`src/rtl/program_loader.sv`:
```
// program_loader: framed byte-stream loader for the unified_system program
// memory. Accepts frames of the form
//   SYNC_BYTE, COUNT, BASE, COUNT data bytes, CHECK
// where CHECK is the 8-bit sum (mod 256) of the data bytes. Each data byte
// is written to the program-load port one cycle after it is accepted. A
// frame with a matching checksum raises load_done, and one cycle later
// start_execution when AUTO_START is set. A malformed frame raises
// frame_error instead.
//
// Ports:
//   clock              system clock, rising edge
//   reset              asynchronous, active-high reset
//   in_data            stream byte
//   in_valid           in_data is valid
//   in_ready           always 1; the loader never stalls the source
//   prog_addr          memory write address (registered)
//   prog_data_in       memory write data (registered)
//   prog_write_enable  one-cycle write strobe per data byte
//   load_done          level: a verified image is in memory
//   start_execution    level: CPU run request
//   frame_error        level: last frame was rejected
module program_loader #(
  parameter int unsigned              ADDR_WIDTH = 5,
  parameter int unsigned              DATA_WIDTH = 8,
  parameter logic [DATA_WIDTH-1:0]    SYNC_BYTE  = 8'hA5,
  parameter bit                       AUTO_START = 1'b1
) (
  input  logic                  clock,
  input  logic                  reset,
  input  logic [DATA_WIDTH-1:0] in_data,
  input  logic                  in_valid,
  output logic                  in_ready,
  output logic [ADDR_WIDTH-1:0] prog_addr,
  output logic [DATA_WIDTH-1:0] prog_data_in,
  output logic                  prog_write_enable,
  output logic                  load_done,
  output logic                  start_execution,
  output logic                  frame_error
);

  localparam int unsigned DEPTH = 2 ** ADDR_WIDTH;
  // Remaining-count register must hold DEPTH itself, hence one extra bit.
  localparam int unsigned CW    = ADDR_WIDTH + 1;

  typedef enum logic [2:0] {
    S_IDLE,
    S_COUNT,
    S_BASE,
    S_DATA,
    S_CHECK,
    S_DONE,
    S_ERROR
  } state_t;

  state_t                  state, state_nx;
  logic [CW-1:0]           remaining, remaining_nx;
  logic [ADDR_WIDTH-1:0]   addr, addr_nx;
  logic [DATA_WIDTH-1:0]   sum, sum_nx;

  logic [ADDR_WIDTH-1:0]   prog_addr_nx;
  logic [DATA_WIDTH-1:0]   prog_data_nx;
  logic                    write_nx;
  logic                    load_done_nx;
  logic                    start_nx;
  logic                    frame_error_nx;

  logic                    is_sync;
  logic                    count_bad;
  logic                    base_bad;

  assign in_ready = 1'b1;

  assign is_sync   = (in_data == SYNC_BYTE);
  assign count_bad = (in_data == '0) || (32'(in_data) > DEPTH);
  assign base_bad  = ((32'(in_data) >> ADDR_WIDTH) != 32'd0);

  always_comb begin
    state_nx       = state;
    remaining_nx   = remaining;
    addr_nx        = addr;
    sum_nx         = sum;
    prog_addr_nx   = prog_addr;
    prog_data_nx   = prog_data_in;
    write_nx       = 1'b0;
    load_done_nx   = load_done;
    start_nx       = start_execution;
    frame_error_nx = frame_error;

    // start_execution follows load_done by one cycle; a new sync below
    // clears both on the same edge, so it cannot re-arm itself.
    if (AUTO_START && load_done) begin
      start_nx = 1'b1;
    end

    if (in_valid) begin
      case (state)
        S_IDLE: begin
          if (is_sync) begin
            state_nx     = S_COUNT;
            remaining_nx = '0;
            addr_nx      = '0;
            sum_nx       = '0;
          end
        end

        S_COUNT: begin
          if (count_bad) begin
            state_nx       = S_ERROR;
            frame_error_nx = 1'b1;
          end else begin
            state_nx     = S_BASE;
            remaining_nx = CW'(in_data);
          end
        end

        S_BASE: begin
          if (base_bad) begin
            state_nx       = S_ERROR;
            frame_error_nx = 1'b1;
          end else begin
            state_nx = S_DATA;
            addr_nx  = ADDR_WIDTH'(in_data);
          end
        end

        S_DATA: begin
          write_nx     = 1'b1;
          prog_addr_nx = addr;
          prog_data_nx = in_data;
          addr_nx      = addr + ADDR_WIDTH'(1);
          sum_nx       = sum + in_data;
          remaining_nx = remaining - CW'(1);
          if (remaining == CW'(1)) begin
            state_nx = S_CHECK;
          end
        end

        S_CHECK: begin
          if (in_data == sum) begin
            state_nx     = S_DONE;
            load_done_nx = 1'b1;
          end else begin
            state_nx       = S_ERROR;
            frame_error_nx = 1'b1;
          end
        end

        S_DONE, S_ERROR: begin
          if (is_sync) begin
            state_nx       = S_COUNT;
            remaining_nx   = '0;
            addr_nx        = '0;
            sum_nx         = '0;
            load_done_nx   = 1'b0;
            start_nx       = 1'b0;
            frame_error_nx = 1'b0;
          end
        end

        default: begin
          state_nx = S_IDLE;
        end
      endcase
    end
  end

  always_ff @(posedge clock or posedge reset) begin
    if (reset) begin
      state             <= S_IDLE;
      remaining         <= '0;
      addr              <= '0;
      sum               <= '0;
      prog_addr         <= '0;
      prog_data_in      <= '0;
      prog_write_enable <= 1'b0;
      load_done         <= 1'b0;
      start_execution   <= 1'b0;
      frame_error       <= 1'b0;
    end else begin
      state             <= state_nx;
      remaining         <= remaining_nx;
      addr              <= addr_nx;
      sum               <= sum_nx;
      prog_addr         <= prog_addr_nx;
      prog_data_in      <= prog_data_nx;
      prog_write_enable <= write_nx;
      load_done         <= load_done_nx;
      start_execution   <= start_nx;
      frame_error       <= frame_error_nx;
    end
  end

endmodule

```
`config.mk`:
```
export PLATFORM = sky130hd
export DESIGN_NAME = program_loader
export DESIGN_NICKNAME = d
export VERILOG_FILES = /design/src/rtl/program_loader.sv
export SDC_FILE = /design/constraint.sdc
export NUM_CORES = 1
export LEC_CHECK = 0
export BUFFER_PORTS_ARGS = -buffer_cell sky130_fd_sc_hd__buf_2
export CAP_MARGIN = 30
export CORE_ASPECT_RATIO = 1.2
export CORE_MARGIN = 2
export CORE_UTILIZATION = 40
export DETAILED_ROUTE_END_ITERATION = 12
export HOLD_SLACK_MARGIN = 0.12
export PLACE_DENSITY = 0.59
export RECOVER_POWER = 50
export SLEW_MARGIN = 40
export SYNTH_ARGS = -nofsm -noshare
export SYNTH_HDL_FRONTEND = slang
export SYNTH_SLANG_ARGS = --single-unit
export TNS_END_PERCENT = 10
```
`constraint.sdc`:
```
create_clock -name clock -period 3.95 [get_ports clock]
set_clock_uncertainty 0.2 [all_clocks]
set_input_delay 0.395 -clock clock [delete_from_list [all_inputs] [get_ports clock]]
set_output_delay 0.395 -clock clock [all_outputs]
set_load 0.02 [all_outputs]
```
==> impl_metrics.ini, run 1 <==
[layout]
area_delta_synth_final_pct = 10.92
insertedDiodeCount = 0
register_area_um2 = 975.9
finish.utilization_pct = 45.31
multiInputGateArea_mm2 = 0.001359
most-common-layout-cells = nand2_1, dfrtp_1, o21ai_0
final_common_cell = nand2_1
fillers = 641
nets = 324
layout-drive-gt1-share_pct = 10.60

[setup_path]
cp_max_fo = 13
crit_chain = inv_1 > fa_1 > nor2b_4 > o32ai_2 > mux2_2
worstPathArrival_ns = 2.71
crit_path_max_incr_delay_ns = 0.74
critPathLaunchType = flip-flop
crit_type = reg2reg
worst_path_max_delay_cell = fa_1
critical-path-top-delay-family = adder cells
worstSetupEndpointType = flip-flop
worstReg2RegStart = state[1]
rr_worst_depth = 5
rrSetupSlack_ns = 1.23
cp.buffers_inverters = 1
reg2reg_to = remaining[3]
critPathRequiredTime_ns = 3.93

[floorplanning]
start_util_pct = 40.85
die_h_um = 89.56
fp.coreArea_mm2 = 0.005973
dieArea_mm2 = 0.006743
ios = 29
rows = 31
die_w_um = 75.30

[synth]
seq_area_frac_synth_pct = 40.00
syn_area_per_cell_um2 = 8.872
synth_cell_types = 54
synth_edf_count = 0
syn_inst = 275
synthArstFlopShare_pct = 100.0
yosysWarnings = 0
syn_nets = 298
syn_area_mm2 = 0.002440
synthFlopType = dfrtp_1
synth_seq_cells = 39

[clocking]
cts-root-buf = clkbuf_8
clkTransAtPathRegs_ns = 0.08
clockBufferDepth = 2
cts_setup_buffers = 0
cts_buffers = 5
cts_tree = built
cts_hold_buf = 1
cts_resized = 0
cts.sinks = 39
ctsHtreeMaxLevel = 2
clkLatencyLatePin_ns = 0.29

[detailed_routing]
drtAntennaViolNets = 0
firstDrtPassIters = 4
post_drt_wl_per_cell_um = 14.80
drt_iter0_drc = 161
wl_mm = 5.683
vias = 2051
drc = 0
viasPerCell = 5.341

[global_routing]
antenna_found_initial = 0
grt_use_total_pct = 18.53
grt_pass1_vias = 1919
grt_first_pass_wirelength_mm = 9.425
grt-ovfl-total = 0
grt_max_degree = 29

[power_and_ir_drop]
p_per_area_mw_per_mm2 = 794.1
power_frac_clock_pct = 12.4
max-vdd-ir-drop_mv = 0.2461
pwr-share-comb_pct = 54.0
seqPwrFrac_pct = 33.7
p_total_uw = 2149
p_leak_uw = 0.001233
p_int_uw = 1167
p_switching_uw = 982.3
p_sw_share_pct = 45.71

[placement]
dpl.hpwl_mm = 4.177
place_congestion = 0.9787
portBuffers = 27
preCtsSetupSlack_ns = 1.243

[sta]
tightest_slew_ns = 1.116
setup_slack_ns = 1.228
final-hold-violation-count = 0
fmax_ghz = 0.3673
relSlewSlack_pct = 25.54
slew_viol_final = 0
setup_viol = 0
whs_ns = 0.1814
rsz0062_at_grt = no
post-route-min-period_ns = 2.722
fin_setup_tns_ns = 0
fin_crit_sh_pct = 68.92

[worst_hold_path]
min-delay-start = in_data[3]
min_to = prog_data_in[3]
whs_path_depth = 3
min_path_type = in2reg

[outcome]
status = finished, final reports clean

[job]
maxCapViolCount = 0
## metal layers
metal	vias up	routed length (µm)	GRT usage, %
met5	-	0	0
met1	968	2589	24.93
met4	0	159	7.656
li1	1022	-	-
met3	11	259	3.269
met2	50	2674	29.25
## per-stage QoR
| step | instances | area [µm²] |
|---|---|---|
| 6_report | 384 | 2706 |
| 5_1_grt | 384 | 2706 |
| 4_1_cts | 384 | 2731 |
| 3_5_place_dp | 375 | 2640 |
| 3_3_place_gp | 375 | 2640 |
| 2_1_floorplan | 275 | 2440 |
## how the worst max path moves through the flow
stage,from,end,slack [ns],depth (start not counted)
2_1_floorplan,state[1],remaining[3],1.43,9
3_3_place_gp,state[1],remaining[3],1.32,5
3_5_place_dp,state[1],remaining[3],1.24,5
4_1_cts,state[1],remaining[3],1.23,5
5_1_grt,state[1],remaining[4],1.05,5
6_report,state[1],remaining[3],1.23,5
## flip-flops by register name (all words and copies together) (netlist names)
signal             cells
load_done              1
start_execution        1
frame_error            1
state                  3
prog_data_in           8
remaining              6
prog_addr              5
addr                   5
sum                    8
prog_write_enable      1
## worst register-to-register path: stages, from the launching register on
cell and delay, ns:
dfrtp_1 0.56, inv_1 0.13, fa_1 0.74, nor2b_4 0.07, o32ai_2 0.52, mux2_2 0.40
## cell type report
type / instances / area share (%)
inverter: 14 / 1.942
timing repair buffer: 30 / 4.993
tap: 82 / 3.791
multi-input combinational: 211 / 50.21
clock buffer: 7 / 2.820
clock inverter: 1 / 0.1849
sequential: 39 / 36.06
## power groups by stage
stage / registers, µW / logic [µW] / clock network (µW)
after global routing: 753 / 1330 / 292
after CTS: 720 / 1180 / 276
after detailed placement: 729 / 1170 / 0
final: 724 / 1160 / 266
after global placement: 724 / 1160 / 0
after floorplan: 757 / 877 / 0
## cells in the mapped netlist (all sizes together), types with 3 or more instances
cell,instances,area (µm²)
a22o,5,43.79
or2,3,18.77
nor3b,4,30.03
nand2b,5,31.28
mux2,4,45.04
and3,3,18.77
xnor2,7,61.31
a211oi,5,37.54
nand2,54,202.7
nor2,11,41.29
ha,10,125.1
inv,13,48.80
dfrtp,39,975.9
o22ai,3,18.77
o21ai,27,135.1
nand3,5,25.02
o31ai,3,22.52
a21oi,10,50.05
clkbuf,5,18.77
nor3,10,61.31
buf,6,33.77
a31oi,3,18.77
o211ai,3,27.52
or3,7,53.80
a21o,3,22.52
## cells by family after synthesis
kind of cell | after synthesis | synth area share [%]
xor gates and xnor gates | 8 | 2.872
muxes | 5 | 2.256
other | 1 | 0.1537
adders and majority gates | 12 | 6.769
buffers and inverters | 25 | 4.307
AOI/OAI and AO/OA | 73 | 20.31
and+or+nand+nor | 112 | 23.33
DFF | 39 | 40.00
(Power assumes the default switching activity.)
==> inputs of run 2 (changes only) <==
- ABC_AREA: unset -> 1
- clock period: 3.95 -> 2.6 ns (I/O delays scaled with it)
==> impl_metrics.ini, run 2 <==
[outcome]
status = finished, final reports clean

[setup_path]
rrSetupSlack_ns = 0.48
critical_path.most_common_cell = nand2_1
worstReg2RegStart = state[2]
worst_path_max_delay_cell = dfrtp_1
rr_worst_depth = 7
critPathLaunchType = flip-flop
reg2reg_to = remaining[4]
critPathRequiredTime_ns = 2.59
crit_path_max_incr_delay_ns = 0.56
crit_chain = fa_1 > inv_1 > nor2_1 > a21oi_4 > nand2_4 > nand2_1 > nand2_1
worstPathArrival_ns = 2.11
cp_max_fo = 8
worstSetupEndpointType = flip-flop
crit_type = reg2reg

[synth]
synth_edf_count = 0
syn_area_mm2 = 0.002430
syn_nets = 335
syn_inst = 312
yosys-top-cells-area = dfrtp_1, nand2_1, ha_1, nand3_1, o21ai_1
synthFlopType = dfrtp_1
synth_top_cells_by_count = nand2_1, dfrtp_1, inv_1
yosysMostFrequentCell = nand2_1
synth_cell_types = 32
synth_seq_cells = 39
yosysWarnings = 0
synthArstFlopShare_pct = 100.0
synth.largest_area_cell = dfrtp_1
syn_area_per_cell_um2 = 7.788
seq_area_frac_synth_pct = 40.16
synth.top_cell.area_share_pct = 40.16

[sta]
fin_crit_sh_pct = 81.52
slew_viol_final = 0
setup_viol = 0
fmax_ghz = 0.4718
tightest_slew_ns = 0.9720
setup_slack_ns = 0.4804
rsz0062_at_grt = no
fin_setup_tns_ns = 0
final-hold-violation-count = 0
post-route-min-period_ns = 2.120
relSlewSlack_pct = 35.20

[layout]
top_regs = prog_data_in (8), sum (8), remaining (6)
fin_area_mm2 = 0.002798
area_delta_synth_final_pct = 15.14
insertedDiodeCount = 0
final-instance-count-excl-fill = 432
layout-drive-gt1-share_pct = 14.29
final_common_cell = nand2_1
nets = 372
most-common-layout-cells = nand2_1, dfrtp_1, inv_1

[detailed_routing]
wl_mm = 5.632
viasPerCell = 4.868
firstDrtPassIters = 4
drtAntennaViolNets = 0
drc = 0
drt_iter0_drc = 126
post_drt_wl_per_cell_um = 13.04
vias = 2103

[floorplanning]
die_w_um = 75.15
dieArea_mm2 = 0.006717
die_h_um = 89.38
ios = 29
start_util_pct = 40.68
fp.coreArea_mm2 = 0.005973
rows = 31

[global_routing]
grt_max_degree = 40
grt-ovfl-total = 0
grt_use_total_pct = 18.56
antenna_found_initial = 0
grt_first_pass_wirelength_mm = 9.439
grt_pass1_vias = 2013

[worst_hold_path]
min_path_type = in2reg
min-delay-start = in_data[1]
min_to = prog_data_in[1]
whs_path_depth = 3

[clocking]
ctsHtreeMaxLevel = 2
clkLatencyLatePin_ns = 0.30
cts_setup_buffers = 0
cts_tree = built
cts-root-buf = clkbuf_8
cts.sinks = 39
cts_buffers = 5
clkTransAtPathRegs_ns = 0.08
cts_resized = 0
cts_hold_buf = 5
clockBufferDepth = 2

[placement]
place_congestion = 0.9111
portBuffers = 27
preCtsSetupSlack_ns = 0.4714
dpl.hpwl_mm = 4.286
placed_area_mm2 = 0.002654
dp_cells = 419

[power_and_ir_drop]
pwr-share-comb_pct = 51.6
p_switching_uw = 1460
p_sw_share_pct = 45.39
p_per_area_mw_per_mm2 = 1150
power_frac_clock_pct = 16.5
p_int_uw = 1757
seqPwrFrac_pct = 31.9
max-vdd-ir-drop_mv = 0.3913
p_leak_uw = 0.001382

[job]
maxCapViolCount = 0
==> run 2: cell types whose count changed in the layout (fill, tap and decap cells not counted), moves of 12 or more <==
cell,previous run,this run
nand3_1,5,23
inv_1,13,26
nor2_1,11,23
o21ai_0,27,5
o21ai_1,0,23
nand2_1,54,98
==> run 2: worst max-delay path by stage <==
stage / from / end / slack (ns) / depth (start not counted)
finish: state[2] / remaining[4] / 0.48 / 7
global route: in_data[3] / frame_error / 0.32 / 12
CTS: state[2] / addr[1] / 0.47 / 7
detailed placement: state[2] / addr[1] / 0.47 / 7
global placement: state[2] / addr[1] / 0.54 / 7
floorplan: state[0] / addr[1] / 0.53 / 8
==> run 2: cells by family (layout without fill, tap and decap cells) <==
family          Yosys count  count (layout)  share of synthesized area (%)
compound gates           46              46                          11.12
xor+xnor                  9               9                          3.244
fa+ha+maj                12              12                          6.797
buf+inv                  39              77                          6.591
flops                    39              39                          40.16
other cells               1               1                         0.1543
simple gates            166             166                          31.93
==> run 2: per-layer routing <==
layer	track usage, %	wire length (µm)
met5	0	0
met4	5.423	71
met3	3.495	238
met2	30.70	2698
met1	24.65	2623
==> run 2: power groups by stage <==
stage               logic [µW]  clock network [µW]  registers (µW)
floorplan                 1180                   0            1140
global placement          1670                   0            1030
detailed placement        1690                   0            1040
CTS                       1700                 546            1020
global route              1910                 578            1060
finish                    1660                 530            1030
==> run 2: area by class of cell <==
cell class                      count  area, µm²
Clock buffer                        6      82.58
Sequential cell                    39      975.9
Timing Repair Buffer               34      176.4
Fill cell                         639       3176
Clock inverter                      2      35.03
Inverter                           35      131.4
Multi-Input combinational cell    234       1294
Tap cell                           82      102.6
==> run 2: critical path, delay by kind of cell (launching register included) <==
| family | cells | cell delay, ns |
|---|---|---|
| AO/OA/AOI/OAI | 1 | 0.23 |
| adder cells (fa/ha/maj) | 1 | 0.50 |
| buffers and inverters | 1 | 0.19 |
| flip-flops | 1 | 0.56 |
| AND/OR/NAND/NOR | 4 | 0.32 |
==> run 2: through the flow <==
| stage | hold WS, ns | total power (µW) | util [%] |
|---|---|---|---|
| 6_report | 0.1374 | 3218 | 46.84 |
| 5_1_grt | 0.1682 | 3551 | 46.84 |
| 4_1_cts | 0.1401 | 3267 | 47.24 |
| 3_5_place_dp | 0.2196 | 2721 | 44.43 |
| 3_3_place_gp | 0.2150 | 2703 | 44.43 |
| 2_1_floorplan | 0.1768 | 2312 | - |
==> inputs of run 3 (changes only) <==
- clock period: 2.6 -> 2 ns (I/O delays scaled with it)
==> impl_metrics.ini, run 3 (synthesis results as in run 2) <==
[detailed_routing]
drtAntennaViolNets = 0
vias = 2088
firstDrtPassIters = 4
drc = 0
drt_iter0_drc = 104
viasPerCell = 4.713
wl_mm = 5.583
post_drt_wl_per_cell_um = 12.60

[clocking]
cts-root-buf = clkbuf_8
ctsHtreeMaxLevel = 2
cts_setup_buffers = 0
clkTransAtPathRegs_ns = 0.07
clockBufferDepth = 2
cts.sinks = 39
cts_buffers = 5
clkLatencyLatePin_ns = 0.28
cts_tree = built

[layout]
area_delta_synth_final_pct = 19.67
top_regs = prog_data_in (8), sum (8), remaining (6)
layout-drive-gt1-share_pct = 17.45
most-common-layout-cells = nand2_1, dfrtp_1, inv_1
nets = 383
fillers = 636
insertedDiodeCount = 0
multiInputGateArea_mm2 = 0.001310
final_common_cell = nand2_1
register_area_um2 = 975.9

[power_and_ir_drop]
p_per_area_mw_per_mm2 = 1486
max-vdd-ir-drop_mv = 0.5747
p_int_uw = 2392
p_switching_uw = 1929
p_sw_share_pct = 44.64
seqPwrFrac_pct = 30.2
p_leak_uw = 0.001440
pwr-share-comb_pct = 54.1
power_frac_clock_pct = 15.7

[sta]
setup_viol = 0
relSlewSlack_pct = 34.97
tightest_slew_ns = 0.9754
slew_viol_final = 0
whs_ns = 0.1432
fmax_ghz = 0.5269
post-route-min-period_ns = 1.898
fin_setup_tns_ns = 0
rsz0062_at_grt = no
setup_slack_ns = 0.1019
fin_crit_sh_pct = 94.90
final-hold-violation-count = 0

[setup_path]
critPathLaunchType = input port
crit_type = in2reg
worstPathArrival_ns = 1.87
rr_worst_depth = 8
worstSetupEndpointType = flip-flop
critPathRequiredTime_ns = 1.98
rrSetupSlack_ns = 0.12
cp_max_fo = 7
reg2reg_to = remaining[3]
worstReg2RegStart = state[1]

[placement]
portBuffers = 27
place_congestion = 0.8436
preCtsSetupSlack_ns = 0.1147
dpl.hpwl_mm = 4.293

[worst_hold_path]
min_path_type = in2reg
min_to = remaining[5]
whs_path_depth = 5
min-delay-start = in_data[5]

[floorplanning]
die_h_um = 89.38
rows = 31
die_w_um = 75.15
dieArea_mm2 = 0.006717
start_util_pct = 40.68
fp.coreArea_mm2 = 0.005973
ios = 29

[global_routing]
grt_max_degree = 40
grt_pass1_vias = 2014
grt_use_total_pct = 18.27
grt-ovfl-total = 0
antenna_found_initial = 0
grt_first_pass_wirelength_mm = 9.404

[job]
maxCapViolCount = 0

[outcome]
status = finished, final reports clean
## run 3: changes by cell type in the layout (fill, tap and decap cells not counted), sizes merged
cell | before | now
buf | 11 | 19
clkbuf | 24 | 23
dlygate4sd3 | 5 | 9
## run 3: repair_timing
action	in CTS	in global routing
endpoints found under the hold margin	47	0
resized for setup	0	4
setup endpoints to repair	0	10
hold buffers	9	0
## run 3: power groups by stage
stage	Clock [µW]	Sequential [µW]	Combinational, µW
after global placement	0	1310	2320
final	677	1310	2340
after detailed placement	0	1310	2340
after floorplan	0	1480	1540
after global routing	729	1350	2640
after CTS	691	1300	2350
## run 3: per-layer routing
layer,wire [µm],vias up,part of all wire (%),GRT usage (%)
met5,0,-,0,0
met2,2682,42,48,31.82
li1,-,1093,-,-
met3,149,5,2.7,2.029
met4,53,0,0.95,4.306
met1,2697,948,48,24.18
## run 3: worst max-delay path, cell delays in order
cell	delay (ns)
buf_2	0.14
dlygate4sd3_1	0.60
inv_2	0.08
nand2_1	0.08
nor2_4	0.10
nand3_4	0.13
a21oi_4	0.31
nand2_4	0.11
nand2_1	0.07
nand2_1	0.04
## run 3: metrics by stage
| stage | instances | total power (µW) | util [%] | cell area (µm²) |
|---|---|---|---|---|
| 2_1_floorplan | 312 | 3020 | - | 2432 |
| 3_5_place_dp | 426 | 3649 | 45.35 | 2709 |
| 6_report | 443 | 4321 | 48.68 | 2908 |
| 5_1_grt | 443 | 4710 | 48.68 | 2908 |
| 3_3_place_gp | 426 | 3622 | 45.35 | 2709 |
| 4_1_cts | 443 | 4349 | 48.83 | 2917 |
## run 3: worst max path at each step
stage | endpoint | from | cells after the start
2_1_floorplan | addr[1] | state[2] | 7
3_3_place_gp | addr[1] | state[1] | 8
3_5_place_dp | addr[1] | state[1] | 8
4_1_cts | remaining[5] | in_data[3] | 12
5_1_grt | addr[1] | in_data[7] | 10
6_report | remaining[5] | in_data[4] | 10
## run 3: layout make-up
type | instances | area share, %
multi-input cells | 234 | 45.05
inverters | 35 | 4.518
well taps | 82 | 3.528
repair buffers | 45 | 9.294
clock inverters | 2 | 1.205
flip-flops and latches | 39 | 33.56
clock buffers | 6 | 2.840
